`src/rtl/sram_master_pkg.sv`:
```
// Shared types and constants for the SRAM stream master.
//   state_e      : burst controller FSM states
//   RdBufDepth   : read return buffer depth (entries)
//   RdBufCntBits : width of the buffer occupancy count
package sram_master_pkg;

   localparam int unsigned RdBufDepth   = 2;
   localparam int unsigned RdBufCntBits = $clog2(RdBufDepth + 1);

   typedef enum logic [2:0] {
      StIdle,
      StWrite,
      StRead,
      StDrain,
      StDone
   } state_e;

endpackage

```
`src/rtl/sram_stream_master_if.sv`:
```
// Command / write-stream / read-stream / status bundle of the SRAM stream master.
//   cmd_*  : burst command handshake (write flag, base address, word count)
//   wr_*   : write data stream into the master
//   rd_*   : read data stream out of the master
//   busy, done, err : status
// Modports: master = the engine issuing bursts, slave = sram_stream_master.
interface sram_stream_master_if #(
   parameter int unsigned WIDTH     = 32,
   parameter int unsigned ADDR_BITS = 11,
   parameter int unsigned LEN_BITS  = 12
);
   logic                 cmd_valid;
   logic                 cmd_ready;
   logic                 cmd_write;
   logic [ADDR_BITS-1:0] cmd_base;
   logic [LEN_BITS-1:0]  cmd_len;
   logic                 wr_valid;
   logic                 wr_ready;
   logic [WIDTH-1:0]     wr_data;
   logic                 rd_valid;
   logic                 rd_ready;
   logic [WIDTH-1:0]     rd_data;
   logic                 busy;
   logic                 done;
   logic                 err;

   modport master (
      output cmd_valid, cmd_write, cmd_base, cmd_len, wr_valid, wr_data, rd_ready,
      input  cmd_ready, wr_ready, rd_valid, rd_data, busy, done, err
   );

   modport slave (
      input  cmd_valid, cmd_write, cmd_base, cmd_len, wr_valid, wr_data, rd_ready,
      output cmd_ready, wr_ready, rd_valid, rd_data, busy, done, err
   );
endinterface

```
`src/rtl/sram_rd_buf.sv`:
```
// Two-entry synchronous FIFO for SRAM read return data. Head entry is a register.
//   CLK, RESET : clock, synchronous active-high reset (clears to empty)
//   push, push_data : enqueue a word
//   pop        : dequeue the head (ignored when empty)
//   head_data  : current head word
//   count      : number of stored words
module sram_rd_buf
   import sram_master_pkg::*;
#(
   parameter int unsigned WIDTH = 32
) (
   input  logic                    CLK,
   input  logic                    RESET,
   input  logic                    push,
   input  logic [WIDTH-1:0]        push_data,
   input  logic                    pop,
   output logic [WIDTH-1:0]        head_data,
   output logic [RdBufCntBits-1:0] count
);
   logic [WIDTH-1:0]        slot0_q, slot0_d, slot1_q, slot1_d;
   logic [RdBufCntBits-1:0] count_q, count_d;
   logic                    do_pop, do_push;

   always_comb begin
      slot0_d = slot0_q;
      slot1_d = slot1_q;
      do_pop  = pop && (count_q != '0);
      // A full buffer still accepts a push when the head leaves this cycle.
      do_push = push && ((count_q != RdBufCntBits'(RdBufDepth)) || do_pop);
      count_d = count_q + RdBufCntBits'(do_push) - RdBufCntBits'(do_pop);
      if (do_pop) begin
         slot0_d = slot1_q;
         if (do_push) begin
            if (count_q == RdBufCntBits'(2)) slot1_d = push_data;
            else                             slot0_d = push_data;
         end
      end else if (do_push) begin
         if (count_q == '0) slot0_d = push_data;
         else               slot1_d = push_data;
      end
   end

   always_ff @(posedge CLK) begin
      if (RESET) begin
         slot0_q <= '0;
         slot1_q <= '0;
         count_q <= '0;
      end else begin
         slot0_q <= slot0_d;
         slot1_q <= slot1_d;
         count_q <= count_d;
      end
   end

   assign head_data = slot0_q;
   assign count     = count_q;
endmodule

```
`src/rtl/sram_stream_master.sv`:
```
// Burst controller driving a single-port synchronous SRAM (CEN/WEN active low).
// Write bursts take data from the bus write stream; read bursts return data on the
// bus read stream through a 2-entry buffer so one word per cycle survives back-pressure.
//   CLK, RESET : clock, synchronous active-high reset
//   bus        : command / write / read streams and busy, done, err status
//   CEN, WEN, A, D, Q : SRAM pins (Q arrives the cycle after a read access)
// Optional: define SRAM_MASTER_RANGE_CHECK_EN to reject bursts with base+len > DEPTH
// (no SRAM access, err pulses with done). Without it addresses wrap and err is 0.
module sram_stream_master
   import sram_master_pkg::*;
#(
   parameter int unsigned WIDTH     = 32,
   parameter int unsigned DEPTH     = 2048,
   parameter int unsigned ADDR_BITS = 11,
   parameter int unsigned LEN_BITS  = 12
) (
   input  logic                 CLK,
   input  logic                 RESET,
   sram_stream_master_if.slave  bus,
   output logic                 CEN,
   output logic                 WEN,
   output logic [ADDR_BITS-1:0] A,
   output logic [WIDTH-1:0]     D,
   input  logic [WIDTH-1:0]     Q
);
   if (DEPTH != (1 << ADDR_BITS)) begin : g_bad_depth
      $error("sram_stream_master: DEPTH must equal 2**ADDR_BITS");
   end

   state_e                  state_q, state_d;
   logic [ADDR_BITS-1:0]    addr_q, addr_d, a_hold_q;
   logic [LEN_BITS-1:0]     remain_q, remain_d;
   logic [WIDTH-1:0]        d_hold_q;
   logic                    inflight_q, err_q, err_d;
   logic                    cmd_ready, wr_ready, wr_hs, rd_issue, rd_valid, rd_pop, access;
   logic                    range_bad;
   logic [RdBufCntBits-1:0] buf_count;
   logic [RdBufCntBits:0]   occ;

`ifdef SRAM_MASTER_RANGE_CHECK_EN
   logic [LEN_BITS:0] burst_end;
   assign burst_end = (LEN_BITS+1)'(bus.cmd_base) + (LEN_BITS+1)'(bus.cmd_len);
   assign range_bad = burst_end > (LEN_BITS+1)'(DEPTH);
`else
   assign range_bad = 1'b0;
`endif

   assign rd_valid = (buf_count != '0);
   assign rd_pop   = rd_valid && bus.rd_ready;
   // Words that will be held (buffered or returning) once this cycle's pop is done.
   assign occ = (RdBufCntBits+1)'(buf_count) + (RdBufCntBits+1)'(inflight_q)
              - (RdBufCntBits+1)'(rd_pop);

   always_comb begin
      state_d   = state_q;
      addr_d    = addr_q;
      remain_d  = remain_q;
      err_d     = err_q;
      cmd_ready = 1'b0;
      wr_ready  = 1'b0;
      wr_hs     = 1'b0;
      rd_issue  = 1'b0;
      if (!RESET) begin
         unique case (state_q)
            StIdle: begin
               cmd_ready = 1'b1;
               if (bus.cmd_valid) begin
                  addr_d   = bus.cmd_base;
                  remain_d = bus.cmd_len;
                  err_d    = range_bad;
                  if ((bus.cmd_len == '0) || range_bad) state_d = StDone;
                  else if (bus.cmd_write)               state_d = StWrite;
                  else                                  state_d = StRead;
               end
            end
            StWrite: begin
               wr_ready = 1'b1;
               if (bus.wr_valid) begin
                  wr_hs    = 1'b1;
                  addr_d   = addr_q + ADDR_BITS'(1);
                  remain_d = remain_q - LEN_BITS'(1);
                  if (remain_q == LEN_BITS'(1)) state_d = StDone;
               end
            end
            StRead: begin
               if (occ <= (RdBufCntBits+1)'(1)) begin
                  rd_issue = 1'b1;
                  addr_d   = addr_q + ADDR_BITS'(1);
                  remain_d = remain_q - LEN_BITS'(1);
                  if (remain_q == LEN_BITS'(1)) state_d = StDrain;
               end
            end
            StDrain: begin
               if (!inflight_q && ((buf_count == '0) ||
                                   ((buf_count == RdBufCntBits'(1)) && rd_pop))) begin
                  state_d = StDone;
               end
            end
            StDone:  state_d = StIdle;
            default: state_d = StIdle;
         endcase
      end
   end

   always_ff @(posedge CLK) begin
      if (RESET) begin
         state_q    <= StIdle;
         addr_q     <= '0;
         remain_q   <= '0;
         inflight_q <= 1'b0;
         err_q      <= 1'b0;
         a_hold_q   <= '0;
         d_hold_q   <= '0;
      end else begin
         state_q    <= state_d;
         addr_q     <= addr_d;
         remain_q   <= remain_d;
         inflight_q <= rd_issue;
         err_q      <= err_d;
         a_hold_q   <= A;
         d_hold_q   <= D;
      end
   end

   sram_rd_buf #(
      .WIDTH(WIDTH)
   ) u_rd_buf (
      .CLK       (CLK),
      .RESET     (RESET),
      .push      (inflight_q),
      .push_data (Q),
      .pop       (rd_pop),
      .head_data (bus.rd_data),
      .count     (buf_count)
   );

   // SRAM pins: A/D keep their last driven value on idle cycles.
   assign access = wr_hs || rd_issue;
   assign CEN    = !access;
   assign WEN    = !wr_hs;
   assign A      = access ? addr_q : a_hold_q;
   assign D      = wr_hs ? bus.wr_data : d_hold_q;

   assign bus.cmd_ready = cmd_ready;
   assign bus.wr_ready  = wr_ready;
   assign bus.rd_valid  = rd_valid;
   assign bus.busy      = (state_q != StIdle);
   assign bus.done      = (state_q == StDone);
   assign bus.err       = (state_q == StDone) && err_q;
endmodule

```
`src/flat_wrapper.sv`:
```
// flat-port wrapper written by rule: the top's interface ports become plain ports
module sram_stream_master_flat import sram_master_pkg::*;
#(
   parameter int unsigned WIDTH     = 32,
   parameter int unsigned DEPTH     = 2048,
   parameter int unsigned ADDR_BITS = 11,
   parameter int unsigned LEN_BITS  = 12
)
  (CLK, RESET, CEN, WEN, A, D, Q, bus_cmd_valid, bus_cmd_write, bus_cmd_base, bus_cmd_len, bus_wr_valid, bus_wr_data, bus_rd_ready, bus_cmd_ready, bus_wr_ready, bus_rd_valid, bus_rd_data, bus_busy, bus_done, bus_err);
  sram_stream_master_if #(.WIDTH(WIDTH), .ADDR_BITS(ADDR_BITS), .LEN_BITS(LEN_BITS)) bus_i ();
  input  logic CLK;
  input  logic RESET;
  output logic CEN;
  output logic WEN;
  output logic [ADDR_BITS-1:0] A;
  output logic [WIDTH-1:0] D;
  input  logic [WIDTH-1:0] Q;
  input wire logic [$bits(bus_i.cmd_valid)-1:0] bus_cmd_valid;
  input wire logic [$bits(bus_i.cmd_write)-1:0] bus_cmd_write;
  input wire logic [$bits(bus_i.cmd_base)-1:0] bus_cmd_base;
  input wire logic [$bits(bus_i.cmd_len)-1:0] bus_cmd_len;
  input wire logic [$bits(bus_i.wr_valid)-1:0] bus_wr_valid;
  input wire logic [$bits(bus_i.wr_data)-1:0] bus_wr_data;
  input wire logic [$bits(bus_i.rd_ready)-1:0] bus_rd_ready;
  output wire logic [$bits(bus_i.cmd_ready)-1:0] bus_cmd_ready;
  output wire logic [$bits(bus_i.wr_ready)-1:0] bus_wr_ready;
  output wire logic [$bits(bus_i.rd_valid)-1:0] bus_rd_valid;
  output wire logic [$bits(bus_i.rd_data)-1:0] bus_rd_data;
  output wire logic [$bits(bus_i.busy)-1:0] bus_busy;
  output wire logic [$bits(bus_i.done)-1:0] bus_done;
  output wire logic [$bits(bus_i.err)-1:0] bus_err;
  assign bus_i.cmd_valid = bus_cmd_valid;
  assign bus_i.cmd_write = bus_cmd_write;
  assign bus_i.cmd_base = bus_cmd_base;
  assign bus_i.cmd_len = bus_cmd_len;
  assign bus_i.wr_valid = bus_wr_valid;
  assign bus_i.wr_data = bus_wr_data;
  assign bus_i.rd_ready = bus_rd_ready;
  assign bus_cmd_ready = bus_i.cmd_ready;
  assign bus_wr_ready = bus_i.wr_ready;
  assign bus_rd_valid = bus_i.rd_valid;
  assign bus_rd_data = bus_i.rd_data;
  assign bus_busy = bus_i.busy;
  assign bus_done = bus_i.done;
  assign bus_err = bus_i.err;
  sram_stream_master #(.WIDTH(WIDTH), .DEPTH(DEPTH), .ADDR_BITS(ADDR_BITS), .LEN_BITS(LEN_BITS)) u_core (.CLK(CLK), .RESET(RESET), .bus(bus_i), .CEN(CEN), .WEN(WEN), .A(A), .D(D), .Q(Q));
endmodule
```
`config.mk`:
```
export PLATFORM = sky130hd
export DESIGN_NAME = sram_stream_master_flat
export DESIGN_NICKNAME = d
export VERILOG_FILES = /design/src/rtl/sram_master_pkg.sv /design/src/rtl/sram_stream_master_if.sv /design/src/rtl/sram_rd_buf.sv /design/src/rtl/sram_stream_master.sv /design/src/flat_wrapper.sv
export SDC_FILE = /design/constraint.sdc
export NUM_CORES = 1
export LEC_CHECK = 0
export CAP_MARGIN = 15
export CORE_MARGIN = 2
export CORE_UTILIZATION = 50
export CTS_CLUSTER_SIZE = 24
export DETAILED_ROUTE_END_ITERATION = 8
export DONT_BUFFER_PORTS = 1
export GPL_TIMING_DRIVEN = 0
export PLACE_DENSITY = 0.62
export SKIP_LAST_GASP = 1
export SLEW_MARGIN = 10
export SYNTH_ARGS = -nofsm -noshare
export SYNTH_HDL_FRONTEND = slang
export SYNTH_SLANG_ARGS = --single-unit
```
`constraint.sdc`:
```
create_clock -name CLK -period 5.64 [get_ports CLK]
set_clock_uncertainty 0.1 [all_clocks]
set_input_delay 1.41 -clock CLK [delete_from_list [all_inputs] [get_ports CLK]]
set_output_delay 1.41 -clock CLK [all_outputs]
set_load 0.05 [all_outputs]
```
==> impl_metrics.env <==
export IMPL_status="finished clean"
export IMPL_grt_pass1_vias=4791
export IMPL_worstHoldStart="u_core.u_rd_buf.slot1_q[3]"
export IMPL_cp_end_kind="primary output"
export IMPL_slew_limit_headroom_pct=37.2
export IMPL_drt_iter0_markers=211
export IMPL_postLayoutCellArea_um2=7050
export IMPL_crit_required_ns=4.13
export IMPL_final_hold_viol_count=0
export IMPL_async_flop_share_pct=0
export IMPL_critPathKind="input pin to primary output"
export IMPL_cts_setup_buffers=0
export IMPL_crit_chain="o21ai_0, inv_1, ha_1, inv_1, ha_1, inv_1, fa_1, xnor2_2, nand3_2, o41a_4, buf_6, mux2_4"
export IMPL_drv_slew=0
export IMPL_first_pass_iters=4
export IMPL_cts_tree="done"
export IMPL_cts_sinks=136
export IMPL_post_route_drc_count=0
export IMPL_gr_total_overflow=0
export IMPL_max_stage_delay_ns=0.41
export IMPL_hold_path_cell_count=2
export IMPL_min_to="u_core.u_rd_buf.slot1_q[3]"
export IMPL_initial_utilization_pct=51.3
export IMPL_p_leak_nw=2.83
export IMPL_drive_gt1_share_pct=14.3
export IMPL_setup_tns_ns=0
export IMPL_crit_arrival_ns=3.97
export IMPL_fp_row_count=40
export IMPL_min_path_type="register to register"
export IMPL_finalNonFillerCells=893
export IMPL_clock_latency_ns=0.40
export IMPL_die_y_um=115
export IMPL_port_buffers=0
export IMPL_n_antenna_cell=0
export IMPL_crit_slowest_cell="o41a_4"
export IMPL_fin_util_pct=58.4
export IMPL_ys_warn_count=0
export IMPL_ios=176
export IMPL_synthCells=693
export IMPL_setup_viol=0
export IMPL_synth_avg_cell_area_um2=8.93
export IMPL_gp_congestion=0.906
export IMPL_antenna_found_initial=0
export IMPL_synth_area_um2=6190
export IMPL_timing_final_crit_share_pct=97.2
export IMPL_synth_fp_nets=793
export IMPL_areaGrowthSynthToFinish_pct=13.8
export IMPL_core_area_um2=12100
export IMPL_reg2reg_depth=14
export IMPL_path_common_cell="inv_1"
export IMPL_cts_hold_buf=0
export IMPL_yosys_register_bits=136
export IMPL_clk_pin_slew_ns=0.06
export IMPL_powerDensity_nw_per_um2=646
export IMPL_worst_pin_slew_ns=0.938
export IMPL_antenna_left=0
export IMPL_post_cts_resized=0
export IMPL_whs_ns=0.353
export IMPL_root_buffer="clkbuf_16"
export IMPL_fmax_mhz=182
export IMPL_rsz0062_at_grt="false"
export IMPL_cts_buffers=17
export IMPL_yosysUniqueCellTypes=56
export IMPL_nets=812
export IMPL_critical_path_buf_inv_count=4
export IMPL_fin_crit_ns=5.48
export IMPL_synth_flop_cell="dfxtp_1"
export IMPL_ys_seq_area_share_pct=44.0
export IMPL_reg2reg_setup_slack_ns=2.00
export IMPL_cts_buffer_depth=2
export IMPL_drt_total_wl_um=15200
export IMPL_htreeDepth=4
export IMPL_grt_pass1_wl_um=23900
export IMPL_die_w_um=115
export IMPL_reg2reg_to="u_core.a_hold_q[7]"
export IMPL_vias_per_cell=5.54
export IMPL_dp_cells=861
export IMPL_via_count=4951
export IMPL_worst_setup_path_start_kind="input pin"
export IMPL_critical_path_top_delay_family="adder cells"
export IMPL_crit_fanout=10
export IMPL_dp_hpwl_um=11300
export IMPL_grt_max_degree=17
export IMPL_post_drt_wl_per_cell_um=17.0
export IMPL_place_area_um2=6410
export IMPL_maxCapViolCount=0
export IMPL_synth_edf_count=0
export IMPL_die_area_um2=13300
export IMPL_grt_use_total_pct=23.1
export IMPL_worstReg2RegStart="u_core.u_rd_buf.count[1]"
export IMPL_max_vdd_ir_drop_mv=0.388
## state kept, by name, indices dropped and copies added, names as in the netlist
register                   flops
u_core.state_q                 3
u_core.remain_q               12
u_core.addr_q                 11
u_core.u_rd_buf.count          2
u_core.d_hold_q               32
u_core.inflight_q              1
u_core.u_rd_buf.head_data     32
u_core.a_hold_q               11
u_core.u_rd_buf.slot1_q       32
## cell type report
class | count | area (um2)
fill | 1136 | 5020
multi-input combinational | 494 | 3190
sequential | 136 | 2720
clock buffer | 21 | 470
buffer | 54 | 246
tap | 168 | 210
clock inverter | 11 | 169
inverter | 9 | 33.8
## synth_stat cells, drive strengths merged, types with 16 or more instances
cell	number	area (um2)
buf	17	106
nand2	92	350
mux2i	33	330
a211oi	33	248
clkbuf	37	140
o21ai	27	139
nor2b	45	282
mux2	45	541
nand3	16	85.1
dfxtp	136	2720
a21oi	61	305
nor2	50	188
## placed cells by master (no fill, tap or decap), types with 6 or more instances in the layout
master | Yosys | final
mux2_4 | 9 | 9
clkbuf_16 | 0 | 17
nor2_1 | 50 | 50
buf_2 | 10 | 10
ha_1 | 6 | 6
a31oi_1 | 8 | 8
mux2_2 | 36 | 36
a21oi_1 | 61 | 61
dfxtp_1 | 136 | 136
nor4_1 | 8 | 8
nor2b_1 | 45 | 45
nor3_1 | 8 | 8
clkbuf_1 | 36 | 37
nand3_1 | 15 | 15
nand2_1 | 90 | 90
a211oi_1 | 33 | 33
inv_1 | 9 | 9
a21o_1 | 9 | 9
o21ai_0 | 26 | 26
mux2i_1 | 33 | 33
and2_1 | 7 | 7
## metrics by stage
stage | setup slack, ns | power [mW]
2_1_floorplan | 0.348 | 3.04
3_3_place_gp | 0.206 | 3.35
3_5_place_dp | 0.174 | 3.39
4_1_cts | 0.169 | 4.58
5_1_grt | 0.0331 | 4.83
6_report | 0.157 | 4.55
## worst min-delay path: cells and delay by family, from the launching register on
family,cells,cell delay [ns]
AOI/OAI and AO/OA,1,0.05
DFF,1,0.31
and+or+nand+nor,1,0.05
## worst max path at each step
| stage | startpoint | end | cells past startpoint |
|---|---|---|---|
| final | bus_rd_ready | A[5] | 12 |
| after global routing | bus_rd_ready | A[8] | 12 |
| after CTS | bus_rd_ready | A[5] | 12 |
| after detailed placement | bus_rd_ready | A[5] | 12 |
| after global placement | bus_rd_ready | A[3] | 12 |
| after floorplan | bus_rd_ready | A[1] | 12 |
## cell families after synthesis
logic type | count (synthesis) | share of synthesized area (%)
AOI/OAI and AO/OA | 149 | 14.8
xor gates and xnor gates | 4 | 0.687
adders and majority gates | 7 | 1.54
buffers and inverters | 63 | 4.53
DFF | 136 | 44.0
muxes | 78 | 14.1
other | 1 | 0.0606
and+or+nand+nor | 255 | 20.4
## layer usage
layer	part of all wire (%)	global-route usage [%]	up-vias
li1	-	-	2450
met1	42	27.7	2325
met2	48	37.6	161
met3	8.5	9.07	15
met4	1.6	8.59	0
met5	0	0	-
## power by group
group	switching, mW	leakage, nW	internal, mW	total, mW
sequential	0.606	1.10	1.19	1.80
clock	0.398	0.313	0.776	1.17
combinational	1.02	1.41	0.557	1.58
(Power assumes the default switching activity.)
